### config.mk
export PLATFORM = sky130hd
export DESIGN_NAME = uart_tx
export DESIGN_NICKNAME = d
export VERILOG_FILES = /design/src/rtl/uart_pkg.sv /design/src/rtl/uart_tx_fifo.sv /design/src/rtl/uart_tx.sv
export SDC_FILE = /design/constraint.sdc
export NUM_CORES = 1
export LEC_CHECK = 0
export CORE_MARGIN = 2
export CORE_UTILIZATION = 59
export DETAILED_ROUTE_END_ITERATION = 8
export GPL_TIMING_DRIVEN = 0
export PLACE_DENSITY = 0.77
export REMOVE_ABC_BUFFERS = 1
export SLEW_MARGIN = 15
export SYNTH_ARGS = -nofsm -noshare
export SYNTH_HDL_FRONTEND = slang
export SYNTH_SLANG_ARGS = --single-unit
### constraint.sdc
create_clock -name clk -period 3.7 [get_ports clk]
set_clock_uncertainty 0.2 [all_clocks]
set_input_delay 0.74 -clock clk [delete_from_list [all_inputs] [get_ports clk]]
set_output_delay 0.74 -clock clk [all_outputs]
set_load 0.02 [all_outputs]
### src/rtl/uart_pkg.sv
// Shared UART definitions: FSM state encodings, parity modes and a parity helper.
// The transmitter and receiver both import this package.
package uart_pkg;

    typedef logic [2:0] uart_state_t;

    localparam uart_state_t ST_IDLE   = 3'd0;
    localparam uart_state_t ST_START  = 3'd1;
    localparam uart_state_t ST_DATA   = 3'd2;
    localparam uart_state_t ST_PARITY = 3'd3;
    localparam uart_state_t ST_STOP   = 3'd4;

    localparam int PARITY_NONE = 0;
    localparam int PARITY_ODD  = 1;
    localparam int PARITY_EVEN = 2;

    // Parity over the low data_bits of data; odd mode inverts the XOR reduction.
    function automatic logic parity_bit(input logic [7:0] data, input int data_bits,
                                        input int parity);
        logic ones;
        ones = 1'b0;
        for (int i = 0; i < 8; i++) begin
            if (i < data_bits) ones = ones ^ data[i];
        end
        return (parity == PARITY_ODD) ? ~ones : ones;
    endfunction

endpackage

### src/rtl/uart_tx_fifo.sv
// Synchronous input FIFO for the UART transmitter.
// Pointers carry an extra wrap bit so full and empty are distinguishable.
module uart_tx_fifo #(
    parameter int DEPTH = 4,
    parameter int WIDTH = 8
) (
    input  logic             clk,
    input  logic             rst,
    input  logic             push,
    input  logic             pop,
    input  logic [WIDTH-1:0] din,
    output logic [WIDTH-1:0] dout,
    output logic             full,
    output logic             empty
);

    localparam int AW = $clog2(DEPTH);

    logic [WIDTH-1:0] mem [DEPTH];
    logic [AW:0]      wr_ptr;
    logic [AW:0]      rd_ptr;
    logic             do_push;
    logic             do_pop;

    assign do_push = push && !full;
    assign do_pop  = pop && !empty;

    always_ff @(posedge clk or negedge rst) begin
        if (!rst) begin
            wr_ptr <= '0;
            rd_ptr <= '0;
        end else begin
            if (do_push) wr_ptr <= wr_ptr + 1'b1;
            if (do_pop)  rd_ptr <= rd_ptr + 1'b1;
        end
    end

    always_ff @(posedge clk) begin
        if (do_push) mem[wr_ptr[AW-1:0]] <= din;
    end

    assign dout  = mem[rd_ptr[AW-1:0]];
    assign empty = (wr_ptr == rd_ptr);
    assign full  = (wr_ptr[AW] != rd_ptr[AW]) && (wr_ptr[AW-1:0] == rd_ptr[AW-1:0]);

endmodule

### src/rtl/uart_tx.sv
// Serialising UART transmitter: FIFO-buffered byte input, configurable frame format.
//   state     | meaning
//   ST_IDLE   | line high, waiting for a FIFO entry
//   ST_START  | start bit (low)
//   ST_DATA   | payload bits, LSB first
//   ST_PARITY | parity bit (only when PARITY != none)
//   ST_STOP   | STOP_BITS stop bits (high); pops the next byte at the end
module uart_tx
    import uart_pkg::*;
#(
    parameter int CLKS_PER_BIT = 104,
    parameter int DATA_BITS    = 8,
    parameter int PARITY       = PARITY_NONE,
    parameter int STOP_BITS    = 1,
    parameter int FIFO_DEPTH   = 4
) (
    input  logic       clk,
    input  logic       rst,
    input  logic [7:0] tx_data,
    input  logic       tx_valid,
    output logic       tx_ready,
    output logic       tx,
    output logic       busy
);

    localparam int BAUD_W = (CLKS_PER_BIT > 1) ? $clog2(CLKS_PER_BIT) : 1;
    localparam logic [BAUD_W-1:0] BAUD_LAST = BAUD_W'(CLKS_PER_BIT - 1);
    localparam logic [2:0]        DATA_LAST = 3'(DATA_BITS - 1);
    localparam logic [2:0]        STOP_LAST = 3'(STOP_BITS - 1);

    uart_state_t       state;
    logic [BAUD_W-1:0] baud_cnt;
    logic [2:0]        bit_cnt;
    logic [7:0]        shift;
    logic              par_q;
    logic              tx_q;
    logic              tx_next;
    logic              baud_wrap;
    logic              fifo_push;
    logic              fifo_pop;
    logic              fifo_full;
    logic              fifo_empty;
    logic [7:0]        fifo_dout;

    uart_tx_fifo #(
        .DEPTH (FIFO_DEPTH),
        .WIDTH (8)
    ) u_fifo (
        .clk   (clk),
        .rst   (rst),
        .push  (fifo_push),
        .pop   (fifo_pop),
        .din   (tx_data),
        .dout  (fifo_dout),
        .full  (fifo_full),
        .empty (fifo_empty)
    );

    assign tx_ready  = !fifo_full;
    assign fifo_push = tx_valid && tx_ready;
    assign baud_wrap = (baud_cnt == BAUD_LAST);

    // Popping at the last stop-bit wrap chains frames with no idle gap.
    assign fifo_pop = !fifo_empty &&
                      ((state == ST_IDLE) ||
                       ((state == ST_STOP) && baud_wrap && (bit_cnt == STOP_LAST)));

    always_ff @(posedge clk or negedge rst) begin
        if (!rst) begin
            state    <= ST_IDLE;
            baud_cnt <= '0;
            bit_cnt  <= '0;
            shift    <= '0;
            par_q    <= 1'b0;
            tx_q     <= 1'b1;
        end else begin
            tx_q <= tx_next;
            if (fifo_pop) begin
                state    <= ST_START;
                baud_cnt <= '0;
                bit_cnt  <= '0;
                shift    <= fifo_dout;
                par_q    <= parity_bit(fifo_dout, DATA_BITS, PARITY);
            end else if (state != ST_IDLE) begin
                baud_cnt <= baud_wrap ? '0 : baud_cnt + 1'b1;
                if (baud_wrap) begin
                    case (state)
                        ST_START: begin
                            state   <= ST_DATA;
                            bit_cnt <= '0;
                        end
                        ST_DATA: begin
                            shift <= shift >> 1;
                            if (bit_cnt == DATA_LAST) begin
                                bit_cnt <= '0;
                                state   <= (PARITY != PARITY_NONE) ? ST_PARITY : ST_STOP;
                            end else begin
                                bit_cnt <= bit_cnt + 3'd1;
                            end
                        end
                        ST_PARITY: state <= ST_STOP;
                        ST_STOP: begin
                            if (bit_cnt == STOP_LAST) state <= ST_IDLE;
                            else bit_cnt <= bit_cnt + 3'd1;
                        end
                        default: state <= ST_IDLE;
                    endcase
                end
            end
        end
    end

    // tx is registered from the current state, so the line lags the FSM by one clock.
    always_comb begin
        tx_next = 1'b1;
        case (state)
            ST_START:  tx_next = 1'b0;
            ST_DATA:   tx_next = shift[0];
            ST_PARITY: tx_next = par_q;
            default:   tx_next = 1'b1;
        endcase
    end

    assign tx   = tx_q;
    assign busy = (state != ST_IDLE) || !fifo_empty;

endmodule

==> results of run 1 <==
==> how the worst max path moves through the flow <==
stage                           from       end  slack, ps  cells after the start
after floorplan           bit_cnt[0]  shift[1]       1080                      7
after global placement      state[0]      busy        540                      3
after detailed placement    state[0]      busy        490                      3
after CTS                   state[0]      busy        110                      3
after global routing        state[0]      busy        200                      3
final                       state[0]      busy        390                      3
==> metal layers <==
layer	vias up	routed length, microns	global-route usage (%)
met1	829	2115	26.47
met4	0	88	7.738
met3	10	134	7.724
li1	800	-	-
met2	22	2458	33.23
met5	-	0	0
==> timing repair <==
action / 4_1_cts / 5_1_grt
setup endpoints to repair: 0 / 1
endpoints found under the hold margin: 0 / 0
resized for setup: 0 / 1
==> cell usage in the layout (no fill, tap or decap), types with 2 or more instances in the layout <==
cell type / n
mux4_1: 8
nand2b_1: 4
nand3_1: 4
and3_1: 5
dfrtp_1: 28
or3_1: 2
clkdlybuf4s50_1: 12
mux2i_1: 4
xnor2_1: 12
nor2_1: 9
xor2_1: 6
nor3_1: 3
nor3b_1: 2
o21ai_0: 9
edfxtp_1: 32
clkinvlp_4: 3
nor2b_1: 3
nand4_1: 3
ha_1: 9
inv_1: 7
mux2_2: 15
nand2_1: 9
clkbuf_8: 9
a21oi_1: 5
==> final cells by class <==
cell class / count / area share (%)
Sequential cell: 61 / 51.53
Multi-Input combinational cell: 128 / 35.22
Timing Repair Buffer: 13 / 3.820
Clock buffer: 9 / 3.782
Tap cell: 67 / 2.559
Clock inverter: 7 / 2.292
Inverter: 7 / 0.8021
==> Yosys cell counts (all sizes together) (4+ instances only) <==
master,count
o21ai,9
edfxtp,32
nand3,4
mux2i,4
ha,9
xor2,6
mux4,8
clkbuf,4
a21oi,5
and3,5
inv,7
nand2b,4
buf,4
xnor2,12
nor3,4
nor2,9
mux2,15
dfrtp,28
nand2,9
==> worst max-delay path: stages, from the launching register on <==
cell,delay (ps)
dfrtp_1,580
nor3_2,520
nand4b_1,310
clkdlybuf4s50_1,630
==> report_power, final <==
| group | internal [mW] | switching, mW |
|---|---|---|
| clock network | 0.312 | 0.269 |
| logic | 0.114 | 0.152 |
| registers | 0.810 | 0.0311 |
| total | 1.24 | 0.453 |
==> flip-flops by register name (all words and copies together) (netlist names) <==
register       flops
baud_cnt           7
bit_cnt            3
par_q              1
shift              8
state              3
tx                 1
u_fifo.mem        32
u_fifo.rd_ptr      3
u_fifo.wr_ptr      3
==> kinds of logic after synthesis <==
family / after synthesis
mux: 27
fa+ha+maj: 9
simple gates: 52
xor+xnor: 18
buf+inv: 15
compound gates: 22
flops: 61
==> flow_metrics.py, run 1 <==
metrics = {
    "outcome": {
        "status": "complete, no violations",
    },
    "logic_synthesis": {
        "synth_fa_ha_area_share_pct": 3.866,
        "synth_edf_count": 32,
        "dominantRegCellSynth": "edfxtp_1",
        "synth_cells": 204,
        "ys_ff_latch": 61,
        "synth_area_sq_um": 2913,
        "yosys-mux-area-fraction_pct": 14.39,
        "synth-compound-area-share_pct": 5.369,
        "synth_area_per_cell_sq_um": 14.28,
        "synth_top_area_share_pct": 32.99,
        "synth_top_family_by_area": "multiplexers",
        "yosys.area_share.simple_pct": 10.40,
        "synth-seq-area-share_pct": 57.95,
        "synth_area_leader_cell": "edfxtp_1",
        "yosys-top-cells-area": "edfxtp_1, dfrtp_1, mux4_1, mux2_2, ha_1",
        "synth_async_sr_flop_share_pct": 47.54,
        "yosysUniqueCellTypes": 41,
        "synth_warnings": 0,
        "synth-xor-area-share_pct": 5.412,
    },
    "floorplanning": {
        "start_util_pct": 61.26,
        "pin_count": 14,
        "num_rows": 25,
        "die_area_sq_um": 5515,
        "core_area_sq_um": 4755,
        "dieHeight_microns": 74.27,
        "die_w_microns": 74.27,
    },
    "layout": {
        "regArea_sq_um": 1688,
        "stdcell_count": 292,
        "final_util_pct": 68.89,
        "syn2layout_area_growth_pct": 12.46,
        "nNetsFinal": 240,
        "finalInstanceArea_sq_um": 3276,
        "multiInputGateArea_sq_um": 1154,
        "drive_above_1_share_pct": 17.33,
        "fillers": 340,
        "diodes": 0,
    },
    "setup_path": {
        "critPathMaxFanout": 14,
        "path_class": "flop to output pin",
        "r2r_setup_slack_ps": 630,
        "start_kind": "flop",
        "critPathRequiredTime_ps": 2760,
        "r2r_cells": 5,
        "r2r-end": "shift[1]",
        "critPathCaptureType": "output pin",
        "cp.arrival_ps": 2370,
        "timing.rr.start": "u_fifo.rd_ptr[0]",
    },
    "cts": {
        "postCtsHoldBufs": 0,
        "htreeDepth": 3,
        "root_buffer": "clkbuf_8",
        "clock_latency_ps": 340,
        "clk_pin_slew_ps": 70,
        "cts_made_buffers": 9,
        "cts.sinks": 61,
        "post-cts-setup-buffers": 0,
        "clockBufferDepth": 2,
        "cts_tree": "done",
    },
    "detailed_routing": {
        "drtAntennaViolNets": 0,
        "routed_wl_mm": 4.796,
        "route.detailed.drc": 0,
        "vias": 1661,
        "drt-initial-drc-count": 137,
        "dr.pass1.iters": 4,
        "via_per_inst": 5.688,
        "wl_per_cell_microns": 16.42,
    },
    "power": {
        "powerDensity_nw_per_um2": 515.6,
        "fin_total_pwr_mw": 1.689,
        "ir_drop_mv": 0.3563,
        "p_leak_nw": 1.247,
    },
    "sta": {
        "drv_slew": 0,
        "rsz0062_at_grt": "false",
        "period_needed_ps": 3313,
        "relSlewSlack_pct": 36.75,
        "fin_crit_sh_pct": 89.53,
        "max_freq_mhz": 301.9,
        "tns_ps": 0,
        "holdWs_ps": 225.8,
        "setup_viol": 0,
        "setup_ws_ps": 387.3,
        "hold_viol": 0,
        "tightest_slew_ps": 941.7,
    },
    "placement": {
        "port_buffers": 13,
        "hpwl_mm": 3.309,
        "dp_cells": 276,
        "dpl_cell_area_sq_um": 3072,
        "place_congestion": 0.8404,
        "place_ws_ps": 494.9,
    },
    "global_route": {
        "grtUsageTotal_pct": 20.86,
        "grt_pass1_wl_mm": 8.217,
        "overflow": 0,
        "grt_max_degree": 30,
        "grt_pass1_vias": 1686,
        "antenna_found_initial": 0,
    },
    "hold_path": {
        "hold_class": "primary input to asynchronous set/reset pin",
    },
    "job": {
        "max_cap_viol_count": 0,
    },
}
Power figures use the tool's default switching activity.
==> inputs of run 2 (changes only) <==
--- a/config.mk
+++ b/config.mk
@@ -8,7 +8,6 @@
 export CORE_MARGIN = 2
 export CORE_UTILIZATION = 59
 export DETAILED_ROUTE_END_ITERATION = 8
-export GPL_TIMING_DRIVEN = 0
 export PLACE_DENSITY = 0.77
 export REMOVE_ABC_BUFFERS = 1
 export SLEW_MARGIN = 15
==> flow_metrics.py, run 2 (synthesis results as in run 1) <==
metrics = {
    "global_route": {
        "overflow": 0,
        "grtUsageTotal_pct": 20.76,
        "grt_pass1_wl_mm": 8.121,
        "grt_pass1_vias": 1724,
        "antenna_found_initial": 0,
        "grt_max_degree": 17,
    },
    "outcome": {
        "status": "complete, no violations",
    },
    "sta": {
        "holdWs_ps": 285.3,
        "drv_slew": 0,
        "setup_viol": 0,
        "relSlewSlack_pct": 55.72,
        "max_freq_mhz": 315.3,
        "hold_viol": 0,
        "tightest_slew_ps": 662.1,
        "period_needed_ps": 3172,
        "setup_ws_ps": 528.1,
        "tns_ps": 0,
        "fin_crit_sh_pct": 85.73,
        "rsz0062_at_grt": "false",
    },
    "power": {
        "switchingPower_mw": 0.4563,
        "p_int_mw": 1.237,
        "p_leak_nw": 1.264,
        "pwr-share-clk_pct": 34.3,
        "seq_power_share_pct": 49.8,
        "p_comb_share_pct": 15.9,
        "powerDensity_nw_per_um2": 513.5,
        "swShare_pct": 26.94,
        "ir_drop_mv": 0.3443,
        "fin_total_pwr_mw": 1.694,
    },
    "layout": {
        "syn2layout_area_growth_pct": 13.23,
        "drive_above_1_share_pct": 17.11,
        "largest_reg_flops": 32,
        "diodes": 0,
        "nNetsFinal": 243,
        "finalInstanceArea_sq_um": 3298,
        "stdcell_count": 295,
        "final_util_pct": 69.37,
        "fillers": 337,
        "regArea_sq_um": 1688,
        "mostFrequentLayoutCells": "edfxtp_1, dfrtp_1, mux2_2",
        "mostFrequentLayoutCell": "edfxtp_1",
        "multiInputGateArea_sq_um": 1149,
    },
    "floorplanning": {
        "die_w_microns": 74.27,
        "pin_count": 14,
        "start_util_pct": 61.26,
        "die_area_sq_um": 5515,
        "dieHeight_microns": 74.27,
        "num_rows": 25,
        "core_area_sq_um": 4755,
    },
    "cts": {
        "cts_tree": "done",
        "clk_pin_slew_ps": 70,
        "root_buffer": "clkbuf_8",
        "clockBufferDepth": 2,
        "cts.sinks": 61,
        "htreeDepth": 3,
        "postCtsHoldBufs": 0,
        "cts_made_buffers": 9,
        "postCtsResizedCells": 0,
        "clock_latency_ps": 340,
        "post-cts-setup-buffers": 0,
    },
    "setup_path": {
        "start_kind": "flop",
        "critPathMaxFanout": 14,
        "path_class": "flop to output pin",
        "critPathCaptureType": "output pin",
        "critPathRequiredTime_ps": 2760,
        "cp.arrival_ps": 2230,
    },
    "placement": {
        "place_congestion": 0.8577,
        "hpwl_mm": 3.478,
        "dpl_cell_area_sq_um": 3099,
        "port_buffers": 13,
        "dp_cells": 279,
        "place_ws_ps": 902.1,
    },
    "detailed_routing": {
        "vias": 1713,
        "via_per_inst": 5.807,
        "dr.pass1.iters": 4,
        "route.detailed.drc": 0,
        "routed_wl_mm": 4.947,
        "wl_per_cell_microns": 16.77,
        "drtAntennaViolNets": 0,
        "drt-initial-drc-count": 81,
    },
    "job": {
        "max_cap_viol_count": 0,
    },
    "hold_path": {
        "hold_class": "flop to flop",
    },
}
## run 2: path summary, 6_finish.rpt
kind / start / endpoint / slack, ps / depth (start not counted)
min in group asynchronous: rst / bit_cnt[2] / 600 / 1
worst max-delay path: state[0] / busy / 530 / 4
worst max register to register: u_fifo.rd_ptr[0] / shift[2] / 910 / 5
worst min-delay path: u_fifo.wr_ptr[2] / u_fifo.wr_ptr[2] / 290 / 1
max in group asynchronous: rst / u_fifo.wr_ptr[2] / 2030 / 2
worst min register to register: u_fifo.wr_ptr[2] / u_fifo.wr_ptr[2] / 290 / 1
## run 2: area by class of cell
cell class,count,share of cell area (%)
Multi-Input combinational cell,128,34.83
Sequential cell,61,51.18
Timing Repair Buffer,16,4.628
Clock inverter,7,2.276
Tap cell,67,2.542
Inverter,7,0.7967
Clock buffer,9,3.756
## run 2: worst max-delay path, stage by stage (launching register included)
cell	delay [ps]
dfrtp_1	570
nor3_1	250
buf_4	180
nand4b_1	260
clkdlybuf4s50_1	630
## run 2: power by group through the flow
stage                     sequential [mW]  clock (mW)  combinational, mW
after floorplan                     0.844           0              0.194
final                               0.843       0.581              0.270
after global placement              0.852           0              0.258
after detailed placement            0.858           0              0.273
after global routing                0.849       0.621              0.304
after CTS                           0.843       0.592              0.276
## run 2: routing by layer
| layer | vias up | share of wire (%) | global-route usage, % |
|---|---|---|---|
| met5 | - | 0 | 0 |
| met4 | 0 | 1.9 | 10.91 |
| met3 | 9 | 4.1 | 5.285 |
| met2 | 39 | 51 | 34.33 |
| met1 | 862 | 43 | 25.35 |
| li1 | 803 | - | - |
